### config.mk
export PLATFORM = sky130hd
export DESIGN_NAME = snake_game_sequencer
export DESIGN_NICKNAME = d
export VERILOG_FILES = /design/src/rtl/snake_game_sequencer_pkg.sv /design/src/rtl/snake_game_sequencer_apple_lfsr.sv /design/src/rtl/snake_game_sequencer.sv
export SDC_FILE = /design/constraint.sdc
export NUM_CORES = 1
export LEC_CHECK = 0
export ABC_AREA = 1
export BUFFER_PORTS_ARGS = -buffer_cell sky130_fd_sc_hd__buf_4
export CORE_AREA = 2 2 95 97
export CTS_CLUSTER_SIZE = 24
export DETAILED_ROUTE_END_ITERATION = 8
export DIE_AREA = 0 0 97 99
export PLACE_DENSITY = 0.65
export SYNTH_ARGS = -nofsm -noshare
export SYNTH_HDL_FRONTEND = slang
export SYNTH_SLANG_ARGS = --single-unit
### constraint.sdc
create_clock -name clk -period 2.4 [get_ports clk]
set_input_delay 0.24 -clock clk [delete_from_list [all_inputs] [get_ports clk]]
set_output_delay 0.24 -clock clk [all_outputs]
set_load 0.05 [all_outputs]
### src/rtl/snake_game_sequencer_pkg.sv
// Shared definitions for the snake game sequencer.
//   - game_state_t : game-status encoding driven onto game_status
//   - BORDER_*     : legal apple area, one cell inside the playfield border
//   - WIN_SCORE    : score that ends the game with a win
//   - TICK_W       : width of the step-period arithmetic
//   - lfsr_next    : one step of the 16-bit Fibonacci LFSR (taps 16,14,13,11)
package snake_game_sequencer_pkg;

  typedef enum logic [1:0] {
    ST_IDLE  = 2'd0,
    ST_PLAY  = 2'd1,
    ST_PAUSE = 2'd2,
    ST_OVER  = 2'd3
  } game_state_t;

  localparam int BORDER_X_MIN = 1;
  localparam int BORDER_X_MAX = 78;
  localparam int BORDER_Y_MIN = 1;
  localparam int BORDER_Y_MAX = 58;

  localparam logic [2:0] WIN_SCORE = 3'd7;

  localparam int TICK_W = 27;

  // Taps 16,14,13,11 map to bits 15,13,12,10; shift left, feedback into bit 0.
  function automatic logic [15:0] lfsr_next(input logic [15:0] s);
    return {s[14:0], s[15] ^ s[13] ^ s[12] ^ s[10]};
  endfunction

endpackage

### src/rtl/snake_game_sequencer_apple_lfsr.sv
// apple_lfsr: free-running LFSR plus range folding for apple candidates.
// Ports:
//   clk, rst      : clock, asynchronous active-high reset
//   advance       : latch a new candidate this cycle (apple_req)
//   apple_x_pos   : X_MIN + (lfsr[6:0]  mod X range), held while advance=0
//   apple_y_pos   : Y_MIN + (lfsr[13:8] mod Y range), held while advance=0
module apple_lfsr
  import snake_game_sequencer_pkg::*;
#(
  parameter int          X_MIN     = BORDER_X_MIN,
  parameter int          X_MAX     = BORDER_X_MAX,
  parameter int          Y_MIN     = BORDER_Y_MIN,
  parameter int          Y_MAX     = BORDER_Y_MAX,
  parameter logic [15:0] LFSR_SEED = 16'hACE1
) (
  input  logic       clk,
  input  logic       rst,
  input  logic       advance,
  output logic [6:0] apple_x_pos,
  output logic [5:0] apple_y_pos
);

  localparam logic [6:0] X_RANGE = 7'(X_MAX - X_MIN + 1);
  localparam logic [5:0] Y_RANGE = 6'(Y_MAX - Y_MIN + 1);

  logic [15:0] lfsr;
  logic [6:0]  x_raw;
  logic [5:0]  y_raw;
  logic [6:0]  x_fold;
  logic [5:0]  y_fold;

  assign x_raw = lfsr[6:0];
  assign y_raw = lfsr[13:8];

  // The raw fields are less than twice the range, so one conditional
  // subtract is a complete modulo.
  assign x_fold = (x_raw >= X_RANGE) ? x_raw - X_RANGE : x_raw;
  assign y_fold = (y_raw >= Y_RANGE) ? y_raw - Y_RANGE : y_raw;

  always_ff @(posedge clk or posedge rst) begin
    if (rst) begin
      lfsr        <= LFSR_SEED;
      apple_x_pos <= 7'(X_MIN + 20);
      apple_y_pos <= 6'(Y_MIN + 10);
    end else begin
      lfsr <= lfsr_next(lfsr);
      if (advance) begin
        apple_x_pos <= x_fold + 7'(X_MIN);
        apple_y_pos <= y_fold + 6'(Y_MIN);
      end
    end
  end

endmodule

### src/rtl/snake_game_sequencer.sv
// snake_game_sequencer: game scheduler for the snake datapath.
// Owns the IDLE/PLAY/PAUSE/OVER state machine, the step tick, the restart
// strobe and the apple-candidate generator.
// Optional feature: define SPEED_RAMP_EN to shorten the step period with
// score (floor TICK_MIN); otherwise the period is the constant TICK_DIV.
// Ports:
//   clk, rst              : 100 MHz clock, asynchronous active-high reset
//   start_bt, pause_bt    : raw asynchronous buttons (synchronised here)
//   is_crash, is_suicide  : head on border / own body, level
//   score[2:0]            : current score
//   apple_req             : controller wants a new apple candidate
//   game_status[1:0]      : 0=IDLE 1=PLAY 2=PAUSE 3=OVER (state register)
//   move_tick             : one-cycle step enable, only in PLAY
//   snake_rst_n           : active-low datapath restart
//   apple_x_pos, apple_y_pos : apple candidate
//   win                   : set in OVER when the game ended by score
// Handshake: apple_req is a level request; every cycle it is high a new
// candidate appears on the apple outputs the next cycle, and the outputs
// hold while it is low. There is no separate acknowledge.
module snake_game_sequencer
  import snake_game_sequencer_pkg::*;
#(
  parameter int          TICK_DIV    = 100_000_000,
  parameter int          TICK_MIN    = 25_000_000,
  parameter int          TICK_STEP   = 10_000_000,
  parameter int          X_MIN       = BORDER_X_MIN,
  parameter int          X_MAX       = BORDER_X_MAX,
  parameter int          Y_MIN       = BORDER_Y_MIN,
  parameter int          Y_MAX       = BORDER_Y_MAX,
  parameter int          RESTART_CYC = 16,
  parameter logic [15:0] LFSR_SEED   = 16'hACE1
) (
  input  logic       clk,
  input  logic       rst,
  input  logic       start_bt,
  input  logic       pause_bt,
  input  logic       is_crash,
  input  logic       is_suicide,
  input  logic [2:0] score,
  input  logic       apple_req,
  output logic [1:0] game_status,
  output logic       move_tick,
  output logic       snake_rst_n,
  output logic [6:0] apple_x_pos,
  output logic [5:0] apple_y_pos,
  output logic       win
);

  localparam int RC_W = $clog2(RESTART_CYC + 1);

  game_state_t       state;
  logic              start_s1, start_s2, start_d;
  logic              pause_s1, pause_s2, pause_d;
  logic              start_p, pause_p;
  logic [TICK_W-1:0] tick_cnt;
  logic [TICK_W-1:0] period_cur;
  logic [RC_W-1:0]   rst_cnt;
  logic              armed;  // first tick of this game has been issued

  assign start_p     = start_s2 & ~start_d;
  assign pause_p     = pause_s2 & ~pause_d;
  assign snake_rst_n = (rst_cnt == '0);
  assign game_status = state;

`ifdef SPEED_RAMP_EN
  logic [TICK_W-1:0] step_total;
  logic [TICK_W-1:0] period_next;
  logic [TICK_W-1:0] period_r;

  assign step_total  = TICK_W'(score) * TICK_W'(TICK_STEP);
  assign period_next = (step_total >= TICK_W'(TICK_DIV - TICK_MIN)) ?
                       TICK_W'(TICK_MIN) : TICK_W'(TICK_DIV) - step_total;
  assign period_cur  = period_r;
`else
  assign period_cur  = TICK_W'(TICK_DIV);
`endif

  always_ff @(posedge clk or posedge rst) begin
    if (rst) begin
      state     <= ST_IDLE;
      move_tick <= 1'b0;
      win       <= 1'b0;
      tick_cnt  <= '0;
      rst_cnt   <= RC_W'(RESTART_CYC);
      armed     <= 1'b0;
      start_s1  <= 1'b0;
      start_s2  <= 1'b0;
      start_d   <= 1'b0;
      pause_s1  <= 1'b0;
      pause_s2  <= 1'b0;
      pause_d   <= 1'b0;
`ifdef SPEED_RAMP_EN
      period_r  <= TICK_W'(TICK_DIV);
`endif
    end else begin
      start_s1  <= start_bt;
      start_s2  <= start_s1;
      start_d   <= start_s2;
      pause_s1  <= pause_bt;
      pause_s2  <= pause_s1;
      pause_d   <= pause_s2;
      move_tick <= 1'b0;

      if (rst_cnt != '0) rst_cnt <= rst_cnt - 1'b1;

      case (state)
        ST_IDLE: begin
          // Starting while the datapath is still in restart is ignored.
          if (start_p && snake_rst_n) begin
            state    <= ST_PLAY;
            tick_cnt <= '0;
            armed    <= 1'b0;
`ifdef SPEED_RAMP_EN
            period_r <= period_next;
`endif
          end
        end
        ST_PLAY: begin
          if (move_tick) armed <= 1'b1;
          // Crash inputs are stale until the first step of the game.
          if ((is_crash || is_suicide) && armed) begin
            state <= ST_OVER;
            win   <= 1'b0;
          end else if (score == WIN_SCORE) begin
            state <= ST_OVER;
            win   <= 1'b1;
          end else if (pause_p) begin
            state <= ST_PAUSE;
          end else if (tick_cnt == period_cur - 1'b1) begin
            move_tick <= 1'b1;
            tick_cnt  <= '0;
`ifdef SPEED_RAMP_EN
            period_r  <= period_next;
`endif
          end else begin
            tick_cnt <= tick_cnt + 1'b1;
          end
        end
        ST_PAUSE: begin
          if (start_p) begin
            state   <= ST_IDLE;
            rst_cnt <= RC_W'(RESTART_CYC);
            win     <= 1'b0;
          end else if (pause_p) begin
            state <= ST_PLAY;
          end
        end
        ST_OVER: begin
          if (start_p) begin
            state   <= ST_IDLE;
            rst_cnt <= RC_W'(RESTART_CYC);
            win     <= 1'b0;
          end
        end
        default: state <= ST_IDLE;
      endcase
    end
  end

  apple_lfsr #(
    .X_MIN     (X_MIN),
    .X_MAX     (X_MAX),
    .Y_MIN     (Y_MIN),
    .Y_MAX     (Y_MAX),
    .LFSR_SEED (LFSR_SEED)
  ) u_apple_lfsr (
    .clk         (clk),
    .rst         (rst),
    .advance     (apple_req),
    .apple_x_pos (apple_x_pos),
    .apple_y_pos (apple_y_pos)
  );

endmodule

* After elaboration in Yosys (flattened, before gate mapping)
Cells that the tools add are included.
** Storage, ports and cells
- Register bits after elaboration :: 72
- Bits in latches :: 0
- Bits in writable memories :: 0
- Bits in read-only memories :: 0
- Bits of input ports :: 10
- Word-level logic and storage cells :: 89
- Memories kept :: 0
** Cells by class
- Add/sub/neg operators :: 6
- Multiply operators :: 0
- Div/mod/pow operators :: 0
- Order comparisons :: 2
- Equality and inequality tests :: 15
- Shifts and indexed selects :: 0
- Muxes and demuxes :: 31
- Bitwise gates (word level) :: 7
- Reductions and logical operators :: 13
** Operators by type and width (count)
- $mux W27 :: 5
- $pmux W27 S2 :: 1
- $add A27 B1 Y27 const B :: 1
- $eq A27 B27 Y1 const B :: 1
- $mux W5 :: 3
- $mux W2 :: 7
- $ne A2 B2 Y1 const B :: 6
- $mux W1 :: 10
- $pmux W2 S4 :: 1
- $add A7 B1 Y7 const B :: 1
- $ge A7 B7 Y1 const B :: 1
- $mux W7 :: 1
- $sub A7 B7 Y7 const B :: 1
- $add A6 B1 Y6 const B :: 1
- $ge A6 B6 Y1 const B :: 1
- $mux W6 :: 1
- $ne A3 B3 Y1 const B :: 2
- $reduce_and A3 Y1 :: 2
- $sub A6 B6 Y6 const B :: 1
- $logic_not A5 Y1 :: 1
- $reduce_and A5 Y1 :: 1
- $reduce_bool A5 Y1 :: 1
- $sub A5 B1 Y5 const B :: 1
- $eq A2 B2 Y1 const B :: 2
- other kinds (14) :: 21

* Logic depth before layout (Yosys ltp)
- Word-level depth :: 6
- Depth in mapped cells :: 15

* Modules after synthesis
Synthesis repeated with hierarchy kept, for this count alone.
** Unflattened totals
- Cell total of the unflattened synthesis :: 533
- Area total of the unflattened synthesis :: 4015.1 um^2
** By module, submodules not included
- snake_game_sequencer :: instances 1, cells each 375, area an instance 2613.8 um^2
- apple_lfsr :: instances 1, cells each 158, area an instance 1401.3 um^2

* Worst setup path after synthesis
OpenSTA, ideal clock, no wires.
- Path kind :: reg2reg
- Start :: reg u_apple_lfsr.lfsr[1]
- End :: reg u_apple_lfsr.apple_x_pos[6]
- Library setup time :: 0.118 ns
- Arrival :: 1.696 ns
- Required time :: 2.282 ns
- Path slack :: 0.586 ns
- Stages on the path, launching flop included :: 16
- Path buffers :: 0
- Period minus slack after synthesis :: 1.814 ns
- Cells stage by stage :: dfrtp_1 -> ha_1 -> nand2_1 -> nand2_1 -> inv_2 -> nand2_2 -> nand2_2 -> nand2_1 -> and2_1 -> ha_1 -> nand2_1 -> nor2_1 -> nand2_1 -> nand2_1 -> nand2_1 -> nand2_1
** Between the ends
- Word-level cells in the longest chain between the ends :: 3
** Ends and longest elaborated chain
- start: declaration :: RTL line snake_game_sequencer_apple_lfsr.sv:26 : logic [15:0] lfsr;
- start signal: assignment :: RTL line snake_game_sequencer_apple_lfsr.sv:46 : lfsr <= lfsr_next(lfsr);
- $sub A7 B7 Y7 / $ge A7 B7 Y1 (equally long branches) :: RTL line snake_game_sequencer_apple_lfsr.sv:37 : assign x_fold = (x_raw >= X_RANGE) ? x_raw - X_RANGE : x_raw;
- $mux W7 * :: RTL line snake_game_sequencer_apple_lfsr.sv:37
- $add A7 B1 Y7 * :: RTL line snake_game_sequencer_apple_lfsr.sv:48 : apple_x_pos <= x_fold + 7'(X_MIN);
- end signal: assignment :: RTL line snake_game_sequencer_apple_lfsr.sv:43 : apple_x_pos <= 7'(X_MIN + 20);
- end signal: assignment :: RTL line snake_game_sequencer_apple_lfsr.sv:48
- end: declaration :: RTL line snake_game_sequencer_apple_lfsr.sv:19 : output logic [6:0] apple_x_pos,
Mark *: on every way between the ends. The rest lies on a longest branch, timed or not.
A chain may end at the register's enable or synchronous reset.

* Final worst setup path
- Start :: reg rst_cnt[0]
- End :: reg tick_cnt[4]
** Between the ends
- Word-level cells in the longest chain between the ends :: 4
** Ends and longest elaborated chain
- start: declaration :: RTL line snake_game_sequencer.sv:57 : logic [RC_W-1:0] rst_cnt;
- start signal: assignment :: RTL line snake_game_sequencer.sv:84 : rst_cnt <= RC_W'(RESTART_CYC);
- start signal: assignment :: RTL line snake_game_sequencer.sv:104 : if (rst_cnt != '0) rst_cnt <= rst_cnt - 1'b1;
- start signal: assignment :: RTL line snake_game_sequencer.sv:142 : rst_cnt <= RC_W'(RESTART_CYC);
- $logic_not A5 Y1 :: RTL line snake_game_sequencer.sv:62 : assign snake_rst_n = (rst_cnt == '0);
- $logic_and A1 B1 Y1 :: RTL line snake_game_sequencer.sv:109 : if (start_p && snake_rst_n) begin
- $ne A2 B2 Y1 (no line)
- $reduce_and A5 Y1 (no line)
- end signal: assignment :: RTL line snake_game_sequencer.sv:136 : tick_cnt <= tick_cnt + 1'b1;
- end: declaration :: RTL line snake_game_sequencer.sv:55 : logic [TICK_W-1:0] tick_cnt;
No other way between the ends.

==> out/metrics.cfg <==
[synth]
synth-edff-count = 0
synthArstFlopShare = 1.00
synth_area_per_cell_um2 = 7.81
yosysUniqueCellTypes = 37
synthFlopType = dfrtp_1
ys_seq_elements = 72
ys_seq_area_frac = 0.475
yosys_warnings = 0
synthesis.nets = 506
synthCells = 490
mappedNetlistArea_mm2 = 0.00383

[layout]
area_growth_pct = 13.9
drive_gt1_frac = 0.164
regArea_mm2 = 0.00182
final_common_cell = nand2_1
multi_input_area_mm2 = 0.00171
fillers = 821
nets = 541
final_cell_mix = nand2_1, inv_1, nor2_1, dfrtp_1, nand3_1
diodes = 0

[power]
p_clk_frac = 0.308
p_per_area_mw_per_mm2 = 704
pwr-share-seq = 0.452
p_sw_frac = 0.344
power_switching_uw = 1060
power.static_leakage_uw = 0.00205
power.internal_uw = 2010
vdd_drop_max_mv = 0.337
power.share.combinational = 0.240

[detailed_routing]
drc = 0
vias_per_cell = 5.11
ant_nets = 0
drt_first_iter_violations = 194
via_count = 3258
first_pass_iters = 5
avgRoutedWirePerCell_um = 12.8
drt-total-wl_um = 8190

[sta]
finalSetupTns_ns = 0
hold_violations = 0
max_freq_ghz = 0.483
slew_headroom = 0.679
min_period_ns = 2.07
fin_skew_ns = 0.0113
setup_viol = 0
worst_pin_slew_ns = 0.481
slew_viol_final = 0
rsz0062_at_grt = no
finalCritPeriodShare = 0.862
fin_hold_ws_ns = 0.149

[clocking]
ctsHoldBuffers = 3
htreeDepth = 3
cts_setup_buffers = 0
numClockSinks = 72
cts_buffers = 9
tritoncts = yes
cts_resized = 0
clk_latency_ns = 0.36
max-clock-path-buffers = 2
root_buffer = clkbuf_8
clk_pin_slew_ns = 0.08

[job]
drv_cap = 0

[critical_path]
worstPathArrival_ns = 2.33
cp_slowest_stage_delay_ns = 0.41
worstPathRequired_ns = 2.66
path_class = flop to flop
start_kind = flop
cp_max_fo = 26
crit_path_top_delay_cell = dfrtp_1
critPathTopFamily = simple AND/OR/NAND/NOR gates
endpoint_kind = flop
crit_top_cell = inv_2
worst-path-buf-inv = 3
reg2reg_slack_ns = 0.33
crit_path_cell_trace = inv_1, ha_1, nand3b_2, inv_2, nand3_2, nand2_4, inv_2, nor2_1, nand2_1, a22oi_1

[floorplan]
ioPinCount = 28
coreArea_mm2 = 0.00855
dieHeight_um = 99
dieWidth_um = 97
die_area_mm2 = 0.00960
placementRows = 34
start_util = 0.448

[min_path]
hp-class = input port to flop

[global_route]
grt_max_degree = 56
grt_antenna_before_repair = 0
grt_pass1_vias = 3162
track_usage = 0.184
grt-ovfl-total = 0
grt_pass1_wl_um = 14300

[placement]
io_buffer_count = 27
hpwl_um = 5940
gp_congestion = 0.951

[status]
status = complete, no violations

-- cell families (layout without fill, tap and decap cells) --
group / count (synthesis) / in the layout / share of synthesized area
buffers and inverters: 75 / 115 / 0.0788
AO/OA/AOI/OAI: 47 / 47 / 0.0709
AND/OR/NAND/NOR: 277 / 277 / 0.325
adder cells (fa/ha/maj): 6 / 6 / 0.0196
XOR/XNOR: 13 / 13 / 0.0297
flip-flops: 72 / 72 / 0.475
-- power groups by stage --
stage	Clock (µW)	Combinational, µW	Sequential (µW)
5_1_grt	1030	827	1400
2_1_floorplan	0	503	1480
6_report	946	737	1390
3_3_place_gp	0	725	1400
3_5_place_dp	0	742	1410
4_1_cts	974	749	1380
-- synthesized netlist by cell type (3+ instances only) --
cell	n	area (µm²)
nand2_1	130	488
inv_1	61	229
nor2_1	58	218
dfrtp_1	57	1430
nand3_1	38	190
nand4_1	16	100
dfstp_2	15	394
nor3_1	14	70.1
o21ai_0	14	70.1
o21ai_1	12	60.1
a21oi_1	9	45.0
inv_2	7	26.3
xor2_1	7	61.3
ha_1	6	75.1
nand2_2	6	37.5
xnor2_1	6	52.6
o21ai_2	4	35.0
clkbuf_1	3	11.3
nor2_2	3	18.8
-- tightest hold or removal path, cell delays in order --
cell and delay [ns]:
buf_4 0.15, nand2_1 0.06, nand2_1 0.05
-- state kept, by name, summed over array words and instances (netlist names) --
register / flops
armed: 1
game_status: 2
move_tick: 1
pause_d: 1
pause_s1: 1
pause_s2: 1
rst_cnt: 5
start_d: 1
start_s1: 1
start_s2: 1
tick_cnt: 27
u_apple_lfsr.apple_x_pos: 7
u_apple_lfsr.apple_y_pos: 6
u_apple_lfsr.lfsr: 16
win: 1
-- path summary, 6_finish.rpt --
kind                       startpoint                           to  cells past startpoint
max                        rst_cnt[0]                  tick_cnt[4]                     10
max reg2reg                rst_cnt[0]                  tick_cnt[4]                     10
min                         apple_req  u_apple_lfsr.apple_y_pos[1]                      3
min in group asynchronous         rst  u_apple_lfsr.apple_y_pos[5]                      3
min reg2reg                  pause_s1                     pause_s2                      0
max in group asynchronous         rst        u_apple_lfsr.lfsr[15]                      4
-- through the flow --
step	utilization	cells	power, µW	area, µm²	worst slack (ns)
after detailed placement	0.484	619	2150	4140	0.356
after floorplan	-	490	1980	3830	0.360
after CTS	0.510	638	3110	4360	0.330
final	0.510	638	3070	4360	0.332
after global routing	0.510	638	3260	4360	0.139
after global placement	0.484	619	2130	4140	0.377
-- layout make-up --
cell class                      count  share of cell area
Multi-Input combinational cell    343               0.391
Tap cell                          108              0.0310
Clock inverter                      5              0.0135
Sequential cell                    72               0.418
Timing Repair Buffer               31              0.0580
Inverter                           68              0.0585
Clock buffer                       11              0.0301
-- routing by layer --
metal / global-route usage / vias to the layer above / part of all wire
li1: - / 1641 / -
met2: 0.301 / 86 / 0.47
met5: 0 / - / 0
met1: 0.235 / 1517 / 0.46
met4: 0.0628 / 0 / 0.018
met3: 0.0518 / 14 / 0.056
(Power assumes the default switching activity.)
